File: src/rtl/uart_receiver.sv
// rtl/uart_receiver.sv - 8N1 UART receiver with mid-bit sampling and framing-error detection
//
// Ports:
//   clk            in   system clock, rising edge
//   reset          in   asynchronous, active-low reset
//   data_in        in   serial line, asynchronous to clk, idles high
//   byte_received  out  last correctly framed byte, held until the next good byte
//   byte_valid     out  one-cycle pulse when byte_received is updated
//   framing_error  out  one-cycle pulse when the stop bit is sampled low
//   busy           out  high whenever the receiver is not idle
module uart_receiver #(
  parameter int CLK_FREQ = 100_000_000,
  parameter int BAUDRATE = 57600
) (
  input  logic       clk,
  input  logic       reset,
  input  logic       data_in,
  output logic [7:0] byte_received,
  output logic       byte_valid,
  output logic       framing_error,
  output logic       busy
);

  localparam int BIT_CYC  = CLK_FREQ / BAUDRATE;
  localparam int HALF_CYC = BIT_CYC / 2;
  localparam int CW       = $clog2(BIT_CYC);

  localparam logic [CW-1:0] BIT_LAST  = CW'(BIT_CYC - 1);
  localparam logic [CW-1:0] HALF_LAST = CW'(HALF_CYC - 1);

  typedef enum logic [4:0] {
    S_IDLE  = 5'b00001,
    S_START = 5'b00010,
    S_DATA  = 5'b00100,
    S_STOP  = 5'b01000,
    S_BREAK = 5'b10000
  } state_t;

  state_t          state_q;
  logic            sync1_q;
  logic            rx_s_q;
  logic [CW-1:0]   cnt_q;
  logic [2:0]      bit_idx_q;
  logic [7:0]      shift_q;
  logic [7:0]      byte_q;
  logic            valid_q;
  logic            ferr_q;
  logic            busy_q;

  // Two-flop synchronizer; resets to the idle (high) line level so no
  // false start bit is seen when reset is released.
  always_ff @(posedge clk or negedge reset) begin
    if (!reset) begin
      sync1_q <= 1'b1;
      rx_s_q  <= 1'b1;
    end else begin
      sync1_q <= data_in;
      rx_s_q  <= sync1_q;
    end
  end

  always_ff @(posedge clk or negedge reset) begin
    if (!reset) begin
      state_q   <= S_IDLE;
      cnt_q     <= '0;
      bit_idx_q <= '0;
      shift_q   <= '0;
      byte_q    <= '0;
      valid_q   <= 1'b0;
      ferr_q    <= 1'b0;
      busy_q    <= 1'b0;
    end else begin
      valid_q <= 1'b0;
      ferr_q  <= 1'b0;
      case (state_q)
        S_IDLE: begin
          if (!rx_s_q) begin
            cnt_q   <= '0;
            state_q <= S_START;
            busy_q  <= 1'b1;
          end
        end
        // Re-check the start bit at its centre so short glitches are rejected.
        S_START: begin
          if (cnt_q == HALF_LAST) begin
            cnt_q <= '0;
            if (!rx_s_q) begin
              bit_idx_q <= '0;
              state_q   <= S_DATA;
            end else begin
              state_q <= S_IDLE;
              busy_q  <= 1'b0;
            end
          end else begin
            cnt_q <= cnt_q + 1'b1;
          end
        end
        // LSB arrives first, so shifting right leaves D0 in bit 0.
        S_DATA: begin
          if (cnt_q == BIT_LAST) begin
            cnt_q     <= '0;
            shift_q   <= {rx_s_q, shift_q[7:1]};
            bit_idx_q <= bit_idx_q + 1'b1;
            if (bit_idx_q == 3'd7) state_q <= S_STOP;
          end else begin
            cnt_q <= cnt_q + 1'b1;
          end
        end
        // Returning to idle at mid-stop lets a following start edge be caught.
        S_STOP: begin
          if (cnt_q == BIT_LAST) begin
            cnt_q <= '0;
            if (rx_s_q) begin
              byte_q  <= shift_q;
              valid_q <= 1'b1;
              state_q <= S_IDLE;
              busy_q  <= 1'b0;
            end else begin
              ferr_q  <= 1'b1;
              state_q <= S_BREAK;
            end
          end else begin
            cnt_q <= cnt_q + 1'b1;
          end
        end
        // A held-low line must go high before another start can be seen.
        S_BREAK: begin
          if (rx_s_q) begin
            state_q <= S_IDLE;
            busy_q  <= 1'b0;
          end
        end
        default: begin
          state_q <= S_IDLE;
          cnt_q   <= '0;
          busy_q  <= 1'b0;
        end
      endcase
    end
  end

  assign byte_received = byte_q;
  assign byte_valid    = valid_q;
  assign framing_error = ferr_q;
  assign busy          = busy_q;

endmodule

File: config.mk
export PLATFORM = sky130hd
export DESIGN_NAME = uart_receiver
export DESIGN_NICKNAME = d
export VERILOG_FILES = /design/src/rtl/uart_receiver.sv
export SDC_FILE = /design/constraint.sdc
export NUM_CORES = 1
export LEC_CHECK = 0
export ABC_CLOCK_PERIOD_IN_PS = 2000
export CAP_MARGIN = 20
export CORE_UTILIZATION = 52
export DETAILED_ROUTE_END_ITERATION = 16
export HOLD_SLACK_MARGIN = 0.08
export PLACE_DENSITY = 0.75
export SLEW_MARGIN = 15
export SYNTH_ARGS = -nofsm -noshare
export SYNTH_HDL_FRONTEND = slang
export SYNTH_SLANG_ARGS = --single-unit
export TNS_END_PERCENT = 50
File: constraint.sdc
create_clock -name clk -period 2 [get_ports clk]
set_input_delay 0.4 -clock clk [delete_from_list [all_inputs] [get_ports clk]]
set_output_delay 0.4 -clock clk [all_outputs]
set_load 0.01 [all_outputs]
==> results of run 1 <==
## power breakdown
| group | switching, W | internal, W |
|---|---|---|
| sequential | 0.0000574 | 0.000879 |
| clock | 0.000283 | 0.000267 |
| combinational | 0.000356 | 0.000303 |
| total | 0.000696 | 0.00145 |
## flip-flops by register name (all words and copies together) (netlist names)
name           count
sync1_q            1
bit_idx_q          3
byte_valid         1
shift_q            8
rx_s_q             1
state_q            5
byte_received      8
framing_error      1
cnt_q             11
busy               1
## final timing paths
check | start | to | slack (ps) | cells after the start
max reg2reg | cnt_q[10]$_DFFE_PN0P_ | cnt_q[4]$_DFFE_PN0P_ | -30 | 6
min reg2reg | sync1_q$_DFF_PN1_ | rx_s_q$_DFF_PN1_ | 370 | 0
max in group asynchronous | reset | state_q[0]$_DFFE_PN1P_ | 1020 | 3
min | sync1_q$_DFF_PN1_ | rx_s_q$_DFF_PN1_ | 370 | 0
max | cnt_q[10]$_DFFE_PN0P_ | cnt_q[4]$_DFFE_PN0P_ | -30 | 6
min in group asynchronous | reset | bit_idx_q[0]$_DFFE_PN0P_ | 600 | 3
## worst reg2reg max path, stage by stage (launching register included)
cell and delay, ps:
dfrtp_1 390, or3b_1 370, or4_4 560, o2bb2ai_4 170, buf_6 150, a21oi_1 180
a31oi_1 80
## placed cells by master (no fill, tap or decap), drive strengths merged, types with 2 or more instances in the layout
master / instances
a21oi: 4
mux2: 9
dfstp: 3
or3b: 2
o211ai: 5
o21ai: 7
o31ai: 3
a21boi: 2
clkdlybuf4s50: 12
a22o: 2
clkbuf: 5
inv: 6
nor2: 9
nand4: 2
nand3: 9
nor3b: 2
nand2: 39
a31oi: 5
nor3: 5
dfrtp: 37
buf: 26
nand3b: 5
a41oi: 3
ha: 3
o2bb2ai: 2
and3: 5
clkinv: 2
## final cells by class
type	count	area, sq um	area share
well taps	46	57.6	0.0239
inverters	6	22.5	0.00936
repair buffers	39	328	0.136
multi-input cells	134	910	0.378
clock inverters	3	47.5	0.0198
flip-flops and latches	40	1000	0.417
clock buffers	5	37.5	0.0156
## logic make-up (layout without fill, tap and decap cells)
kind of cell | count (synthesis) | count (layout) | share of synthesized area
compound gates | 36 | 36 | 0.136
flops | 40 | 40 | 0.527
simple gates | 85 | 85 | 0.223
mux | 9 | 9 | 0.0532
xor+xnor | 1 | 1 | 0.00459
fa+ha+maj | 3 | 3 | 0.0197
buf+inv | 13 | 53 | 0.0367
## repair_timing
| item | CTS | global route |
|---|---|---|
| endpoints found under the setup margin | 9 | 10 |
| pin swaps | 0 | 5 |
| endpoints found under the hold margin | 10 | 0 |
| setup buffers | 0 | 1 |
| hold buffers | 1 | 0 |
| gates cloned | 0 | 1 |
| gates resized for setup | 3 | 16 |
## routing by layer
metal  GRT usage  vias up
met3      0.0547        9
met5           0        -
met2       0.368       42
met4      0.0785        0
li1            -      746
met1       0.282      768
## stage by stage
stage,instances,instance area [sq um],hold WS [ps]
3_5_place_dp,262,2210,352
4_1_cts,271,2320,369
2_1_floorplan,187,1910,104
3_3_place_gp,262,2210,346
6_report,273,2410,367
5_1_grt,273,2410,376
==> metrics, run 1 <==
status finished with violations; violated checks negative setup slack; Setup CP Type flop to flop; Worst Tran Pin Value between 400 and 500 ps; required time of the worst setup path about 2200 ps; worst-path maximum fanout 5; Iteration-0 DRC Markers 80; die area about 3900 sq um; Die H approximately 63 microns; maximum vdd ir drop about 0.45 mV; Post-synth EDFFs 0; post-synthesis sequential area ratio 0.527; fraction of layout instances using a drive strength above 1 0.286; Detailed Route WL around 4000 microns; Root Buffer clkbuf_4; final clock skew ~14 ps; Async SR Flop Fraction 1.00; largest net degree at the start of global routing between 40 and 50; Die X between 60 and 70 microns; syn_nets a little under 200; Max Freq approximately 490 MHz; min Tclk post-route a little over 2000 ps; Synth cell types between 40 and 50; Mapped Avg Cell Area about 10 sq um; critical path's largest stage delay between 500 and 600 ps; Clock Path Buffers 2; GR Util All Layers 0.222; metal1 wirelength around 1800 microns; CP endpoint kind flop; dominant synthesized flop cell dfrtp_1; Initial Util 0.558; clk sinks 40; Largest delay share family, worst path simple AND/OR/NAND/NOR gates; Hold Vio Cnt, Final 0; drt drc 0; RePlAce Congestion ~0.82; Yosys Warn Count 0; synthesized cell area between 1500 and 2000 sq um; number of nets in the layout about 230; Slowest-stage cell, CP or4_4; row cnt 21; post-detail-place hpwl approximately 2800 microns; synth top area cells dfrtp_1, nand2_1, mux2_2, dfstp_2, nand3_1; Via Count about 1,600; ANT cells 0; Critical path buffers and inverters 1; Arr. time, crit path 2260 ps; antenna violations before repair 0; Cells after Synth about 190; Setup WS post-layout -31.3 ps; Tot Pwr ~0.0021 W; largest area contributor in the netlist dfrtp_1; RSZ-0062 raised after global routing true; first-pass GRT wire length 6840 microns; CORE AREA between 3000 and 4000 sq um; CTS tree yes; post-synth top area share 0.486; Top Ports 14; met3 WL between 150 and 200 microns; met2 wire len between 2000 and 2500 microns; Layout fillers approximately 230; Hold WC Path Type flop to flop; critical path startpoint category flop; CP cell instances or3b_1 -> or4_4 -> o2bb2ai_4 -> buf_6 -> a21oi_1 -> a31oi_1; I/O Buffers 13; Max Slew Vio Count 0; fin util 0.705; Final ANT Viol Nets 0; Max Cap Violations 0; via-per-instance ratio around 5.7; PwrDens just under 900 nW/um^2; Post-Route Setup TNS -31.3 ps; worst skew pair latency 360 ps; Setup Slack @ Placement -31.8 ps; Rel. slew slack 0.666; vias in the first global route about 1,500; highest metal used met4; Synth-to-Final Area Change 26.2%; drt first pass iters 4; gr ovfl total 0; P_leak 1.12 nW; CTS Buf Count 5; Clock Pin Slew Worst Setup and Hold Paths 130 ps; per-cell routed wire length 14.9 microns; top-count cell post-synth nand2_1; Synth top cells by count nand2_1, dfrtp_1, mux2_2, nand3_1, nor2_1; period utilisation layout 1.02; final setup fails 1; htree depth 2; flops & latches, synth 40
No activity file was read; power rests on OpenSTA's default activity.
==> run 2: changes to the inputs <==
- CORE_MARGIN: not set -> 10
- PLACE_DENSITY: 0.75 -> 0.83
- SLEW_MARGIN: 15 -> not set
==> run 2 against run 1 <==
Core utilization grew 1.5 points; critical path type unchanged; clock skew shrank 7.3 ps; via count grew 1.7%; total power grew 12%; final cell count shrank 1.1%; the flow still finishes with violations (negative setup slack); design area grew 3.0%; die area grew 66%; largest power group unchanged; sequential share of layout area shrank 1.2 points.
==> metrics, run 2 (synthesis gave the netlist of run 1 again) <==
Setup CP Type flop to flop; Layout fillers 240; CP endpoint kind flop; area used by multi-input combinational logic 913 sq um; period utilisation layout 1.04; Setup Slack @ Placement -33.6 ps; Worst Tran Pin Value 577 ps; Gate power share 0.315; GR Layer Usage met2 0.236; max reg flops 11; met3 Usage GRT 0.0445; clk sinks 40; drt drc 0; Setup WS post-layout -84.4 ps; row cnt 21; RePlAce Congestion ~0.91; drt first pass iters 4; Reg2Reg Depth 6; final setup fails 7; Die H ~81 microns; via-per-instance ratio 5.89; Max Cap Violations 0; post-detail-place hpwl between 3000 and 4000 microns; Post-Layout Cell Count 270; Finished Cell Area ~2500 sq um; Net Sw Power 0.000736 W; worst-path maximum fanout 9; violated checks negative setup slack; final clock skew about 6.3 ps; first-pass GRT wire length around 7300 microns; antenna violations before repair 0; R2R setup slack -80 ps; Max Freq around 480 MHz; M1 GR Usage 0.166; Die X just over 80 microns; required time of the worst setup path about 2200 ps; vias in the first global route roughly 1,500; CORE AREA 3440 sq um; min Tclk post-route 2080 ps; Iteration-0 DRC Markers 110; GR Util All Layers 0.143; largest net degree at the start of global routing 41; Initial Util 0.554; htree depth 2; worst setup path endpoint cnt_q[2]$_DFFE_PN0P_; Synth-to-Final Area Change 30.0%; Top Ports 14; status finished with violations; Hold Slack about 150 ps; Clock Path Buffers 2; Via Count between 1,500 and 2,000; Sequential cell area ~1000 sq um; Rel. slew slack 0.614; Hold Vio Cnt, Final 0; most frequent cells in the layout nand2_1, dfrtp_1, buf_4, clkdlybuf4s50_1; Root Buffer clkbuf_8; number of nets in the layout 229; fraction of layout instances using a drive strength above 1 0.286; Clock Power Share 0.289; largest reg by FF count cnt_q; worst skew pair latency roughly 300 ps; most crowded layer after global routing met2; Area after DPL roughly 2200 sq um; Detailed Route WL 4600 microns; ANT cells 0; critical path startpoint category flop; CTS Hold Bufs 0; Final ANT Viol Nets 0; Max Slew Vio Count 0; maximum vdd ir drop between 0.6 and 0.7 mV; RSZ-0062 raised after global routing true; commonest non-fill, non-tap cell in the layout nand2_1; per-cell routed wire length around 17 microns; Clock Pin Slew Worst Setup and Hold Paths roughly 80 ps; Hold WC Path Type input pin to async pin; Sw Share 0.307; worst setup path start cnt_q[10]$_DFFE_PN0P_; CTS tree yes; gr ovfl total 0; reg2reg end cnt_q[2]$_DFFE_PN0P_; P_leak ~1.1 nW; I/O Buffers 13; PwrDens 967 nW/um^2; Arr. time, crit path ~2200 ps; FF-to-FF Start cnt_q[10]$_DFFE_PN0P_; Int Power between 0.0015 and 0.002 W; die area ~6500 sq um; CTS Buf Count 5; fraction of power consumed by sequential logic 0.396; dpl cells 260
[run 2: cell types whose count changed in the layout (fill, tap and decap cells not counted), sizes merged]
| cell | delta |
|---|---|
| clkinv | -1 |
| clkbuf | +3 |
| dlygate4sd3 | -1 |
| buf | -4 |
[run 2: cell type report]
type,count,area share
Clock buffer,6,0.0333
Clock inverter,2,0.0156
Inverter,6,0.00909
Multi-Input combinational cell,134,0.369
Sequential cell,40,0.406
Tap cell,46,0.0232
Timing Repair Buffer,36,0.144
[run 2: per-stage QoR]
stage | util | TNS, ps | total power (W)
after floorplan | - | 0 | 0.00133
after global placement | 0.646 | 0 | 0.00150
after detailed placement | 0.646 | -50.6 | 0.00153
after CTS | 0.687 | -36.8 | 0.00224
after global routing | 0.720 | -743 | 0.00251
final | 0.720 | -225 | 0.00240
[run 2: critical path: stages (launching register included)]
cell and delay [ps]:
dfrtp_1 390, or3b_1 380, or4_4 570, o2bb2ai_4 180, clkbuf_16 190, nand3_1 100, o211ai_1 120
[run 2: power by group through the flow]
stage / clock, W / sequential [W] / combinational, W
finish: 0.000692 / 0.000949 / 0.000756
global route: 0.000733 / 0.000957 / 0.000817
CTS: 0.000701 / 0.000940 / 0.000603
global placement: 0 / 0.000946 / 0.000550
detailed placement: 0 / 0.000954 / 0.000580
floorplan: 0 / 0.000952 / 0.000381
[run 2: layer usage]
metal | vias to the layer above | share of wire
met5 | - | 0
met4 | 0 | 0.023
li1 | 746 | -
met3 | 11 | 0.055
met1 | 780 | 0.40
met2 | 54 | 0.52
[run 2: timing repair]
action,CTS,global route
cloned,0,2
setup buffers,0,0
resized for setup,4,15
pin swaps,0,10
endpoints found under the hold margin,0,0
setup endpoints to repair,4,12
[run 2: worst min-delay path by stage]
| stage | start | endpoint |
|---|---|---|
| after floorplan | reset | bit_idx_q[0]$_DFFE_PN0P_ |
| after global placement | sync1_q$_DFF_PN1_ | rx_s_q$_DFF_PN1_ |
| after CTS | reset | cnt_q[10]$_DFFE_PN0P_ |
| final | reset | busy$_DFFE_PN0P_ |
| after global routing | reset | cnt_q[10]$_DFFE_PN0P_ |
| after detailed placement | sync1_q$_DFF_PN1_ | rx_s_q$_DFF_PN1_ |
